**src/rtl/mc_control_fsm_pkg.sv**
```systemverilog
`default_nettype none
// ============================================================================
// Module      : mc_pkg
// Description : Shared types, opcode/funct constants, datapath select
//               encodings and the Moore output table for mc_control_fsm.
// Revision    : 1.0 - initial release
// ============================================================================
package mc_pkg;

    typedef enum logic [3:0] {
        IDLE    = 4'd0,
        FETCH   = 4'd1,
        DECODE  = 4'd2,
        MEMADR  = 4'd3,
        MEMRD   = 4'd4,
        MEMWB   = 4'd5,
        MEMWR   = 4'd6,
        RTYPEEX = 4'd7,
        RTYPEWB = 4'd8,
        BEQEX   = 4'd9,
        ADDIEX  = 4'd10,
        LUIEX   = 4'd11,
        IMMWB   = 4'd12,
        JEX     = 4'd13,
        TRAP    = 4'd14
    } mc_state_t;

    localparam logic [5:0] c_OP_RTYPE = 6'b000000;
    localparam logic [5:0] c_OP_LW    = 6'b100011;
    localparam logic [5:0] c_OP_SW    = 6'b101011;
    localparam logic [5:0] c_OP_BEQ   = 6'b000100;
    localparam logic [5:0] c_OP_ADDI  = 6'b001000;
    localparam logic [5:0] c_OP_J     = 6'b000010;
    localparam logic [5:0] c_OP_LUI   = 6'b001111;
    localparam logic [5:0] c_OP_LB    = 6'b100000;

    localparam logic [5:0] c_FN_ADD  = 6'b100000;
    localparam logic [5:0] c_FN_SUB  = 6'b100010;
    localparam logic [5:0] c_FN_AND  = 6'b100100;
    localparam logic [5:0] c_FN_OR   = 6'b100101;
    localparam logic [5:0] c_FN_SLT  = 6'b101010;
    localparam logic [5:0] c_FN_SLLV = 6'b000100;

    localparam logic [1:0] c_SRCA_PC    = 2'b00;
    localparam logic [1:0] c_SRCA_A     = 2'b01;
    localparam logic [1:0] c_SRCA_C16   = 2'b10;

    localparam logic [1:0] c_SRCB_B     = 2'b00;
    localparam logic [1:0] c_SRCB_FOUR  = 2'b01;
    localparam logic [1:0] c_SRCB_IMM   = 2'b10;
    localparam logic [1:0] c_SRCB_IMMSH = 2'b11;

    localparam logic [1:0] c_PCSRC_ALU    = 2'b00;
    localparam logic [1:0] c_PCSRC_ALUOUT = 2'b01;
    localparam logic [1:0] c_PCSRC_JUMP   = 2'b10;

    localparam logic [1:0] c_ALUOP_ADD   = 2'b00;
    localparam logic [1:0] c_ALUOP_SUB   = 2'b01;
    localparam logic [1:0] c_ALUOP_FUNCT = 2'b10;
    localparam logic [1:0] c_ALUOP_SHIFT = 2'b11;

    // alu_en gates c_ALUControl to zero in states that do not use the ALU.
    typedef struct packed {
        logic       mem_read;
        logic       mem_write;
        logic       iord;
        logic       pc_write;
        logic [1:0] pc_src;
        logic       reg_write;
        logic       reg_dst;
        logic       mem_to_reg;
        logic [1:0] alu_src_a;
        logic [1:0] alu_src_b;
        logic [1:0] alu_op;
        logic       alu_en;
        logic       mem_byte;
        logic       illegal;
    } mc_ctl_t;

    function automatic logic funct_legal(input logic [5:0] funct);
        return (funct == c_FN_ADD) || (funct == c_FN_SUB) || (funct == c_FN_AND) ||
               (funct == c_FN_OR)  || (funct == c_FN_SLT) || (funct == c_FN_SLLV);
    endfunction

    function automatic mc_ctl_t state_ctl(input mc_state_t s, input logic is_lb);
        mc_ctl_t c;
        c = '0;
        case (s)
            FETCH: begin
                c.mem_read  = 1'b1;
                c.alu_src_a = c_SRCA_PC;
                c.alu_src_b = c_SRCB_FOUR;
                c.alu_op    = c_ALUOP_ADD;
                c.alu_en    = 1'b1;
                c.pc_src    = c_PCSRC_ALU;
            end
            DECODE: begin
                c.alu_src_a = c_SRCA_PC;
                c.alu_src_b = c_SRCB_IMMSH;
                c.alu_op    = c_ALUOP_ADD;
                c.alu_en    = 1'b1;
            end
            MEMADR, ADDIEX: begin
                c.alu_src_a = c_SRCA_A;
                c.alu_src_b = c_SRCB_IMM;
                c.alu_op    = c_ALUOP_ADD;
                c.alu_en    = 1'b1;
            end
            MEMRD: begin
                c.mem_read = 1'b1;
                c.iord     = 1'b1;
                c.mem_byte = is_lb;
            end
            MEMWB: begin
                c.reg_write  = 1'b1;
                c.mem_to_reg = 1'b1;
                c.mem_byte   = is_lb;
            end
            MEMWR: begin
                c.mem_write = 1'b1;
                c.iord      = 1'b1;
            end
            RTYPEEX: begin
                c.alu_src_a = c_SRCA_A;
                c.alu_src_b = c_SRCB_B;
                c.alu_op    = c_ALUOP_FUNCT;
                c.alu_en    = 1'b1;
            end
            RTYPEWB: begin
                c.reg_write = 1'b1;
                c.reg_dst   = 1'b1;
            end
            BEQEX: begin
                c.alu_src_a = c_SRCA_A;
                c.alu_src_b = c_SRCB_B;
                c.alu_op    = c_ALUOP_SUB;
                c.alu_en    = 1'b1;
                c.pc_src    = c_PCSRC_ALUOUT;
            end
            LUIEX: begin
                c.alu_src_a = c_SRCA_C16;
                c.alu_src_b = c_SRCB_IMM;
                c.alu_op    = c_ALUOP_SHIFT;
                c.alu_en    = 1'b1;
            end
            IMMWB:   c.reg_write = 1'b1;
            JEX: begin
                c.pc_src   = c_PCSRC_JUMP;
                c.pc_write = 1'b1;
            end
            TRAP:    c.illegal = 1'b1;
            default: c = '0;
        endcase
        return c;
    endfunction

endpackage
`default_nettype wire

```
**src/rtl/mc_control_fsm_aludec.sv**
```systemverilog
`default_nettype none
// ============================================================================
// Module      : ALUDecoder
// Description : Maps ALUOp and the R-type funct field to the ALU control code.
// Revision    : 1.0 - initial release
// ============================================================================
module ALUDecoder
    import mc_pkg::*;
(
    input  logic [1:0] aluop,
    input  logic [5:0] funct,
    output logic [2:0] alucontrol
);

    always_comb begin
        alucontrol = 3'b010;
        case (aluop)
            c_ALUOP_ADD:   alucontrol = 3'b010;
            c_ALUOP_SUB:   alucontrol = 3'b110;
            c_ALUOP_SHIFT: alucontrol = 3'b100;
            default: begin
                case (funct)
                    c_FN_ADD:  alucontrol = 3'b010;
                    c_FN_SUB:  alucontrol = 3'b110;
                    c_FN_AND:  alucontrol = 3'b000;
                    c_FN_OR:   alucontrol = 3'b001;
                    c_FN_SLT:  alucontrol = 3'b111;
                    c_FN_SLLV: alucontrol = 3'b100;
                    default:   alucontrol = 3'b010;
                endcase
            end
        endcase
    end

endmodule
`default_nettype wire

```
**src/rtl/mc_control_fsm.sv**
```systemverilog
`default_nettype none
// ============================================================================
// Module      : mc_control_fsm
// Description : Moore control sequencer for the multicycle MIPS datapath.
// Revision    : 1.0 - initial release
// ============================================================================
module mc_control_fsm
    import mc_pkg::*;
#(
    parameter int CNT_W = 32
) (
    input  logic             clk,
    input  logic             reset_n,
    input  logic [5:0]       op,
    input  logic [5:0]       funct,
    input  logic             Zero,
    input  logic             mem_ready,
    output logic             c_MemRead,
    output logic             c_MemWrite,
    output logic             c_IorD,
    output logic             c_IRWrite,
    output logic             c_PCWrite,
    output logic [1:0]       c_PCSrc,
    output logic             c_RegWrite,
    output logic             c_RegDst,
    output logic             c_MemToReg,
    output logic [1:0]       c_ALUSrcA,
    output logic [1:0]       c_ALUSrcB,
    output logic [2:0]       c_ALUControl,
    output logic             c_MemoryByte,
    output logic             c_Illegal,
    output logic [CNT_W-1:0] retired_count
);

    mc_state_t        r_state;
    mc_state_t        w_next;
    mc_ctl_t          r_ctl;
    logic [CNT_W-1:0] r_count;
    logic             w_retire;
    logic [2:0]       w_alu_dec;

    always_comb begin
        w_next = IDLE;
        case (r_state)
            IDLE:    w_next = FETCH;
            FETCH:   w_next = mem_ready ? DECODE : FETCH;
            DECODE: begin
                case (op)
                    c_OP_LW, c_OP_LB, c_OP_SW: w_next = MEMADR;
                    c_OP_RTYPE: w_next = funct_legal(funct) ? RTYPEEX : TRAP;
                    c_OP_BEQ:   w_next = BEQEX;
                    c_OP_ADDI:  w_next = ADDIEX;
                    c_OP_LUI:   w_next = LUIEX;
                    c_OP_J:     w_next = JEX;
                    default:    w_next = TRAP;
                endcase
            end
            MEMADR:  w_next = (op == c_OP_SW) ? MEMWR : MEMRD;
            MEMRD:   w_next = mem_ready ? MEMWB : MEMRD;
            MEMWR:   w_next = mem_ready ? FETCH : MEMWR;
            RTYPEEX: w_next = RTYPEWB;
            ADDIEX:  w_next = IMMWB;
            LUIEX:   w_next = IMMWB;
            MEMWB, RTYPEWB, BEQEX, IMMWB, JEX, TRAP: w_next = FETCH;
            default: w_next = IDLE;
        endcase
    end

    // Only completed instructions retire; IDLE and TRAP entries into FETCH do not.
    assign w_retire = (w_next == FETCH) &&
                      ((r_state == MEMWB) || (r_state == MEMWR) || (r_state == RTYPEWB) ||
                       (r_state == BEQEX) || (r_state == IMMWB) || (r_state == JEX));

    // Outputs are registered from the next-state decode, so they track r_state exactly.
    always_ff @(posedge clk or negedge reset_n) begin
        if (!reset_n) begin
            r_state <= IDLE;
            r_ctl   <= '0;
            r_count <= '0;
        end else begin
            r_state <= w_next;
            r_ctl   <= state_ctl(w_next, op == c_OP_LB);
            if (w_retire) begin
                r_count <= r_count + CNT_W'(1);
            end
        end
    end

    ALUDecoder u_aludec (
        .aluop      (r_ctl.alu_op),
        .funct      (funct),
        .alucontrol (w_alu_dec)
    );

    assign c_MemRead     = r_ctl.mem_read;
    assign c_MemWrite    = r_ctl.mem_write;
    assign c_IorD        = r_ctl.iord;
    assign c_IRWrite     = (r_state == FETCH) && mem_ready;
    assign c_PCWrite     = r_ctl.pc_write ||
                           ((r_state == FETCH) && mem_ready) ||
                           ((r_state == BEQEX) && Zero);
    assign c_PCSrc       = r_ctl.pc_src;
    assign c_RegWrite    = r_ctl.reg_write;
    assign c_RegDst      = r_ctl.reg_dst;
    assign c_MemToReg    = r_ctl.mem_to_reg;
    assign c_ALUSrcA     = r_ctl.alu_src_a;
    assign c_ALUSrcB     = r_ctl.alu_src_b;
    assign c_ALUControl  = r_ctl.alu_en ? w_alu_dec : 3'b000;
    assign c_MemoryByte  = r_ctl.mem_byte;
    assign c_Illegal     = r_ctl.illegal;
    assign retired_count = r_count;

endmodule
`default_nettype wire

```
**config.mk**
```make
export PLATFORM = sky130hd
export DESIGN_NAME = mc_control_fsm
export DESIGN_NICKNAME = d
export VERILOG_FILES = /design/src/rtl/mc_control_fsm_pkg.sv /design/src/rtl/mc_control_fsm_aludec.sv /design/src/rtl/mc_control_fsm.sv
export SDC_FILE = /design/constraint.sdc
export NUM_CORES = 1
export LEC_CHECK = 0
export CAP_MARGIN = 0
export CORE_MARGIN = 1
export CORE_UTILIZATION = 25
export CTS_CLUSTER_DIAMETER = 200
export CTS_CLUSTER_SIZE = 30
export DETAILED_ROUTE_END_ITERATION = 10
export PLACE_DENSITY = 0.45
export SETUP_SLACK_MARGIN = 0.4
export SLEW_MARGIN = 20
export SYNTH_ARGS = -nofsm -noshare
export SYNTH_HDL_FRONTEND = slang
export SYNTH_SLANG_ARGS = --single-unit
```
**constraint.sdc**
```tcl
create_clock -name clk -period 4.5 [get_ports clk]
set_input_delay 0.45 -clock clk [delete_from_list [all_inputs] [get_ports clk]]
set_output_delay 0.45 -clock clk [all_outputs]
set_load 0.01 [all_outputs]
```
==> results of run 1 <==
state kept, by name, indices dropped and copies added, names as in the netlist:
| name | count |
|---|---|
| c_RegWrite | 1 |
| c_MemoryByte | 1 |
| c_RegDst | 1 |
| r_state | 4 |
| r_ctl | 4 |
| c_PCSrc | 2 |
| c_MemRead | 1 |
| c_IorD | 1 |
| c_MemToReg | 1 |
| c_Illegal | 1 |
| c_ALUSrcB | 2 |
| retired_count | 32 |
| c_ALUSrcA | 2 |
| c_MemWrite | 1 |
worst min path at each step:
stage,startpoint,to,slack (ns)
final,reset_n,retired_count[26]$_DFFE_PN0P_,0.28
after global routing,reset_n,retired_count[25]$_DFFE_PN0P_,0.36
after CTS,reset_n,retired_count[26]$_DFFE_PN0P_,0.32
after detailed placement,retired_count[30]$_DFFE_PN0P_,retired_count[30]$_DFFE_PN0P_,0.49
after global placement,retired_count[4]$_DFFE_PN0P_,retired_count[4]$_DFFE_PN0P_,0.49
after floorplan,reset_n,c_ALUSrcA[0]$_DFF_PN0_,0.15
cells by family after synthesis:
group / count (synthesis)
DFF: 54
and+or+nand+nor: 123
adders and majority gates: 1
buffers and inverters: 29
xor gates and xnor gates: 35
muxes: 2
AOI/OAI and AO/OA: 41
critical path, cell delays in order:
cell	delay (ns)
clkdlybuf4s50_1	0.58
o21bai_1	0.10
a211o_1	0.33
a211o_1	0.37
a31oi_4	0.76
nand4_1	0.23
xnor2_1	0.19
metal layers:
layer / vias to the layer above / global-route usage, % / part of all wire (%)
met2: 70 / 19.1 / 43
met4: 0 / 3.19 / 0.42
li1: 1125 / - / -
met3: 4 / 2.81 / 6.0
met5: - / 0 / 0
met1: 1098 / 18.1 / 50
where the power goes:
part           leakage, nW  switching (W)  internal [W]  total, W
Clock               0.0698       0.000179      0.000207  0.000385
Sequential           0.732       0.000107      0.000560  0.000668
Combinational        0.684       0.000340      0.000277  0.000617
synth_stat cells, types with 2 or more instances:
master,instances
nor4_1,3
nor4bb_1,2
a21oi_1,4
buf_6,2
nand2_1,18
and3_1,12
buf_2,2
o211a_1,2
inv_1,10
buf_4,7
a31o_2,2
o31ai_1,2
nor3b_1,2
a31oi_1,3
dfrtp_1,54
a211o_1,3
xor2_1,3
o211ai_1,2
and4_1,3
nor2b_1,4
xnor2_1,32
clkbuf_1,8
and2_1,5
nor3_1,6
nand2b_1,3
a21o_1,3
nand4_1,20
o21ai_0,8
nand3b_1,2
nor2_1,19
nand3_1,18
final cells by class:
class	count	area share [%]
Clock buffer	5	3.37
Inverter	10	1.01
Multi-Input combinational cell	202	36.1
Sequential cell	54	36.4
Timing Repair Buffer	67	17.8
Clock inverter	3	0.572
Tap cell	140	4.71
stage by stage:
stage | hold WS (ns) | cell area [um2] | utilization [%] | setup WS, ns
global placement | 0.490 | 3570 | 32.5 | 1.34
global route | 0.356 | 3720 | 33.8 | 1.44
CTS | 0.316 | 3720 | 33.8 | 1.66
floorplan | 0.154 | 2850 | - | 2.39
finish | 0.282 | 3720 | 33.8 | 1.65
detailed placement | 0.490 | 3570 | 32.5 | 1.35
==> impl_metrics.env, run 1 <==
export IMPL_p_per_area_mw_per_mm2=449
export IMPL_synth_compound_area_share_pct=11.3
export IMPL_endpoint="retired_count[23]$_DFFE_PN0P_"
export IMPL_insertion_delay_ns=0.29
export IMPL_hp_class="input port to async pin"
export IMPL_wl_per_cell_um=14.9
export IMPL_syn_avg_cell_area_um2=9.99
export IMPL_worstMarginPinSlew_ns=0.913
export IMPL_drtIter0Drc=84
export IMPL_yosys_area_share_simple_pct=24.0
export IMPL_synth_edf_count=0
export IMPL_n_antenna_cell=0
export IMPL_dieArea_mm2=0.0118
export IMPL_grt_pass1_vias=2266
export IMPL_report_final_slew_viol_count=0
export IMPL_synth_top_family_by_area="simple AND/OR/NAND/NOR gates"
export IMPL_cts_resized=0
export IMPL_reg2reg_from="r_state[3]$_DFF_PN0_"
export IMPL_fin_setup_tns_ns=0
export IMPL_drive_gt1_share_pct=5.87
export IMPL_critical_path_class="input port to register"
export IMPL_outcome="complete, no violations"
export IMPL_yosysTopAreaCellShare_pct=47.5
export IMPL_nFillCells=1145
export IMPL_power_w=0.00167
export IMPL_syn_inst=285
export IMPL_drc_errors=0
export IMPL_crit_start="funct[2]"
export IMPL_overflow=0
export IMPL_vdd_drop_max_mv=0.179
export IMPL_mostFrequentLayoutCell="clkdlybuf4s50_1"
export IMPL_rows=38
export IMPL_fin_crit_sh_pct=63.3
export IMPL_ios=67
export IMPL_finalCriticalPeriod_ns=2.85
export IMPL_start_kind="input port"
export IMPL_start_util_pct=25.9
export IMPL_finClkSkew_ns=0.00529
export IMPL_cts_buffers_inserted=5
export IMPL_post_cts_buffers=0
export IMPL_coreArea_mm2=0.0110
export IMPL_rsz0062_at_grt="no"
export IMPL_r2r_end="retired_count[30]$_DFFE_PN0P_"
export IMPL_grt_max_degree=55
export IMPL_cts_buffer_depth=2
export IMPL_drt_first_pass_iters=4
export IMPL_slew_headroom_pct=39.1
export IMPL_synth_seq_cells=54
export IMPL_instances_no_fill=481
export IMPL_max_cap_viol_count=0
export IMPL_hold_violations=0
export IMPL_root_buffer="clkbuf_16"
export IMPL_arrival_ns=3.03
export IMPL_setup_violations_final=0
export IMPL_antenna_found_initial=0
export IMPL_die_y_um=109
export IMPL_regArea_mm2=0.00135
export IMPL_yosysTopAreaCell="dfrtp_1"
export IMPL_syn_num_nets=302
export IMPL_netlist_area_mm2=0.00285
export IMPL_clkSinkCount=54
export IMPL_yosysUniqueCellTypes=52
export IMPL_ys_seq_area_share_pct=47.5
export IMPL_antenna_left=0
export IMPL_cp_end_kind="register"
export IMPL_reg2reg_depth=6
export IMPL_place_gp_congestion=0.764
export IMPL_nNetsFinal=357
export IMPL_multi_input_area_mm2=0.00134
export IMPL_htreeDepth=2
export IMPL_fmax_ghz=0.351
export IMPL_die_w_um=109
export IMPL_synth_adder_area_share_pct=0.440
export IMPL_ys_async_sr_fraction_pct=100
export IMPL_cts_tree="done"
export IMPL_dp_cells=473
export IMPL_wl_um=7150
export IMPL_worstPathRequired_ns=4.68
export IMPL_muxShareOfSynthArea_pct=0.747
export IMPL_synth_xor_xnor_area_share_pct=10.8
export IMPL_grt_pass1_wl_um=11600
export IMPL_via_per_inst=4.78
export IMPL_leakage_nw=1.49
export IMPL_vias=2297
export IMPL_final_cell_mix="65 x clkdlybuf4s50_1, 54 x dfrtp_1, 32 x xnor2_1"
export IMPL_hpwlAfterDp_um=4880
export IMPL_area_delta_synth_final_pct=30.5
export IMPL_grt_usage_pct=12.6
export IMPL_yosys_top_cells_area="dfrtp_1 47%, xnor2_1 9.8%, nand4_1 4.4%"
export IMPL_hold_buffers=0
export IMPL_path_clk_slew_ns=0.07
export IMPL_portBuffers=66
export IMPL_ys_warn_count=0
export IMPL_ys_flop_type="dfrtp_1"
export IMPL_reg2reg_slack_ns=1.87
export IMPL_crit_fanout=32
(Power assumes the default switching activity.)
==> run 2: changes to the inputs <==
- clock period: 4.5 -> 2.7 ns (I/O delays scaled with it)
==> run 2 against run 1 <==
Against the previous run:
- count of clock-buffer cells in the layout unchanged
- non-clock buffer count rose by 8
- combinational power up 78%
- largest cell class is now multi-input gates
==> impl_metrics.env, run 2 (same netlist as run 1, synthesis figures left out) <==
export IMPL_die_y_um=109
export IMPL_arrival_ns=2.38
export IMPL_clkSinkCount=54
export IMPL_grt_pass1_vias=2255
export IMPL_ios=67
export IMPL_layout_setup_ws_ns=0.493
export IMPL_hp_class="input port to async pin"
export IMPL_max_cap_viol_count=0
export IMPL_worstMarginPinSlew_ns=0.498
export IMPL_antenna_left=0
export IMPL_seq_power_share_pct=37.6
export IMPL_grt_max_degree=33
export IMPL_htreeDepth=2
export IMPL_slew_headroom_pct=66.5
export IMPL_met3_usage_pct=2.45
export IMPL_path_clk_slew_ns=0.07
export IMPL_power_w=0.00296
export IMPL_rows=38
export IMPL_top_usage_layer="met2"
export IMPL_cts_tree="done"
export IMPL_nNetsFinal=365
export IMPL_drt_first_pass_iters=4
export IMPL_internal_power_w=0.00191
export IMPL_mostFrequentLayoutCell="clkdlybuf4s50_1"
export IMPL_fmax_ghz=0.453
export IMPL_final_cell_mix="60 x clkdlybuf4s50_1, 50 x dfrtp_1, 32 x xnor2_1"
export IMPL_vias=2353
export IMPL_grt_met1_usage_pct=17.9
export IMPL_wl_per_cell_um=14.7
export IMPL_grt_usage_pct=12.5
export IMPL_critical_path_class="input port to register"
export IMPL_cts_buffer_depth=2
export IMPL_hold_violations=0
export IMPL_dp_slack_ns=0.180
export IMPL_finalCriticalPeriod_ns=2.21
export IMPL_report_final_slew_viol_count=0
export IMPL_dieArea_mm2=0.0118
export IMPL_leakage_nw=1.60
export IMPL_cp_end_kind="register"
export IMPL_via_per_inst=4.81
export IMPL_root_buffer="clkbuf_16"
export IMPL_fin_crit_sh_pct=81.7
export IMPL_fin_setup_tns_ns=0
export IMPL_grt_pass1_wl_um=11500
export IMPL_power_switching_w=0.00105
export IMPL_p_per_area_mw_per_mm2=766
export IMPL_cts_buffers_inserted=5
export IMPL_crit_fanout=32
export IMPL_n_antenna_cell=0
export IMPL_clkPwrFrac_pct=25.0
export IMPL_setup_violations_final=0
export IMPL_antenna_found_initial=0
export IMPL_portBuffers=66
export IMPL_wl_um=7190
export IMPL_largest_reg_flops=32
export IMPL_drtIter0Drc=97
export IMPL_finClkSkew_ns=0.00391
export IMPL_start_util_pct=25.9
export IMPL_insertion_delay_ns=0.29
export IMPL_outcome="complete, no violations"
export IMPL_rsz0062_at_grt="no"
export IMPL_p_sw_share_pct=35.6
export IMPL_vdd_drop_max_mv=0.367
export IMPL_comb_power_share_pct=37.3
export IMPL_drive_gt1_share_pct=10.3
export IMPL_hpwlAfterDp_um=5030
export IMPL_coreArea_mm2=0.0110
export IMPL_worstPathRequired_ns=2.87
export IMPL_die_w_um=109
export IMPL_start_kind="input port"
export IMPL_grtUsageMet2_pct=19.0
export IMPL_nFillCells=1124
export IMPL_overflow=0
export IMPL_place_gp_congestion=0.797
export IMPL_drc_errors=0
export IMPL_area_delta_synth_final_pct=35.7
run 2: final timing paths:
| kind | startpoint | endpoint | slack, ns | cells after the start |
|---|---|---|---|---|
| min in group clk | retired_count[31]$_DFFE_PN0P_ | retired_count[31]$_DFFE_PN0P_ | 0.47 | 1 |
| max in group asynchronous | reset_n | retired_count[2]$_DFFE_PN0P_ | 1.62 | 3 |
| max | funct[0] | retired_count[12]$_DFFE_PN0P_ | 0.49 | 8 |
| min reg2reg | retired_count[31]$_DFFE_PN0P_ | retired_count[31]$_DFFE_PN0P_ | 0.47 | 1 |
| min | reset_n | retired_count[27]$_DFFE_PN0P_ | 0.43 | 2 |
| max reg2reg | r_state[1]$_DFF_PN0_ | retired_count[30]$_DFFE_PN0P_ | 0.60 | 6 |
run 2: critical path, stage by stage:
cell and delay [ns]:
clkdlybuf4s50_1 0.50, o21bai_1 0.20, a211o_1 0.32, a211o_1 0.38, a31oi_4 0.21, buf_12 0.20
nand4_1 0.13, xnor2_1 0.15
run 2: what timing repair did:
item                                    CTS  global route
gates resized for setup                   3            13
buffers inserted                          0             1
hold buffers                              1             0
endpoints found under the hold margin    16             0
endpoints found under the setup margin    3            30
pin swaps                                 0             1
run 2: layout make-up:
cell class                      count  area (um2)  area share [%]
Multi-Input combinational cell    202        1380            35.6
Inverter                           10        37.5           0.972
Clock inverter                      3        43.8            1.13
Sequential cell                    54        1360            35.1
Timing Repair Buffer               75         751            19.4
Clock buffer                        5         125            3.24
Tap cell                          140         175            4.53
run 2: metal layers:
| layer | wire length [um] | up-vias | share of wire, % |
|---|---|---|---|
| met3 | 383 | 4 | 5.3 |
| met4 | 31 | 0 | 0.43 |
| met5 | 0 | - | 0 |
| li1 | - | 1138 | - |
| met2 | 3140 | 67 | 44 |
| met1 | 3640 | 1144 | 51 |
run 2: power by group through the flow:
stage	clock [W]	sequential (W)	combinational [W]
after floorplan	0	0.00106	0.000759
after global placement	0	0.00113	0.00111
after detailed placement	0	0.00112	0.00111
after CTS	0.000765	0.00111	0.00112
after global routing	0.000804	0.00114	0.00121
final	0.000740	0.00111	0.00110
run 2: per-stage QoR:
step | utilization, % | hold slack, ns | instances | instance area (um2)
2_1_floorplan | - | -0.0256 | 285 | 2850
3_3_place_gp | 33.0 | 0.224 | 479 | 3630
3_5_place_dp | 33.0 | 0.226 | 479 | 3630
4_1_cts | 34.7 | 0.446 | 488 | 3810
5_1_grt | 35.2 | 0.480 | 489 | 3860
6_report | 35.2 | 0.433 | 489 | 3860
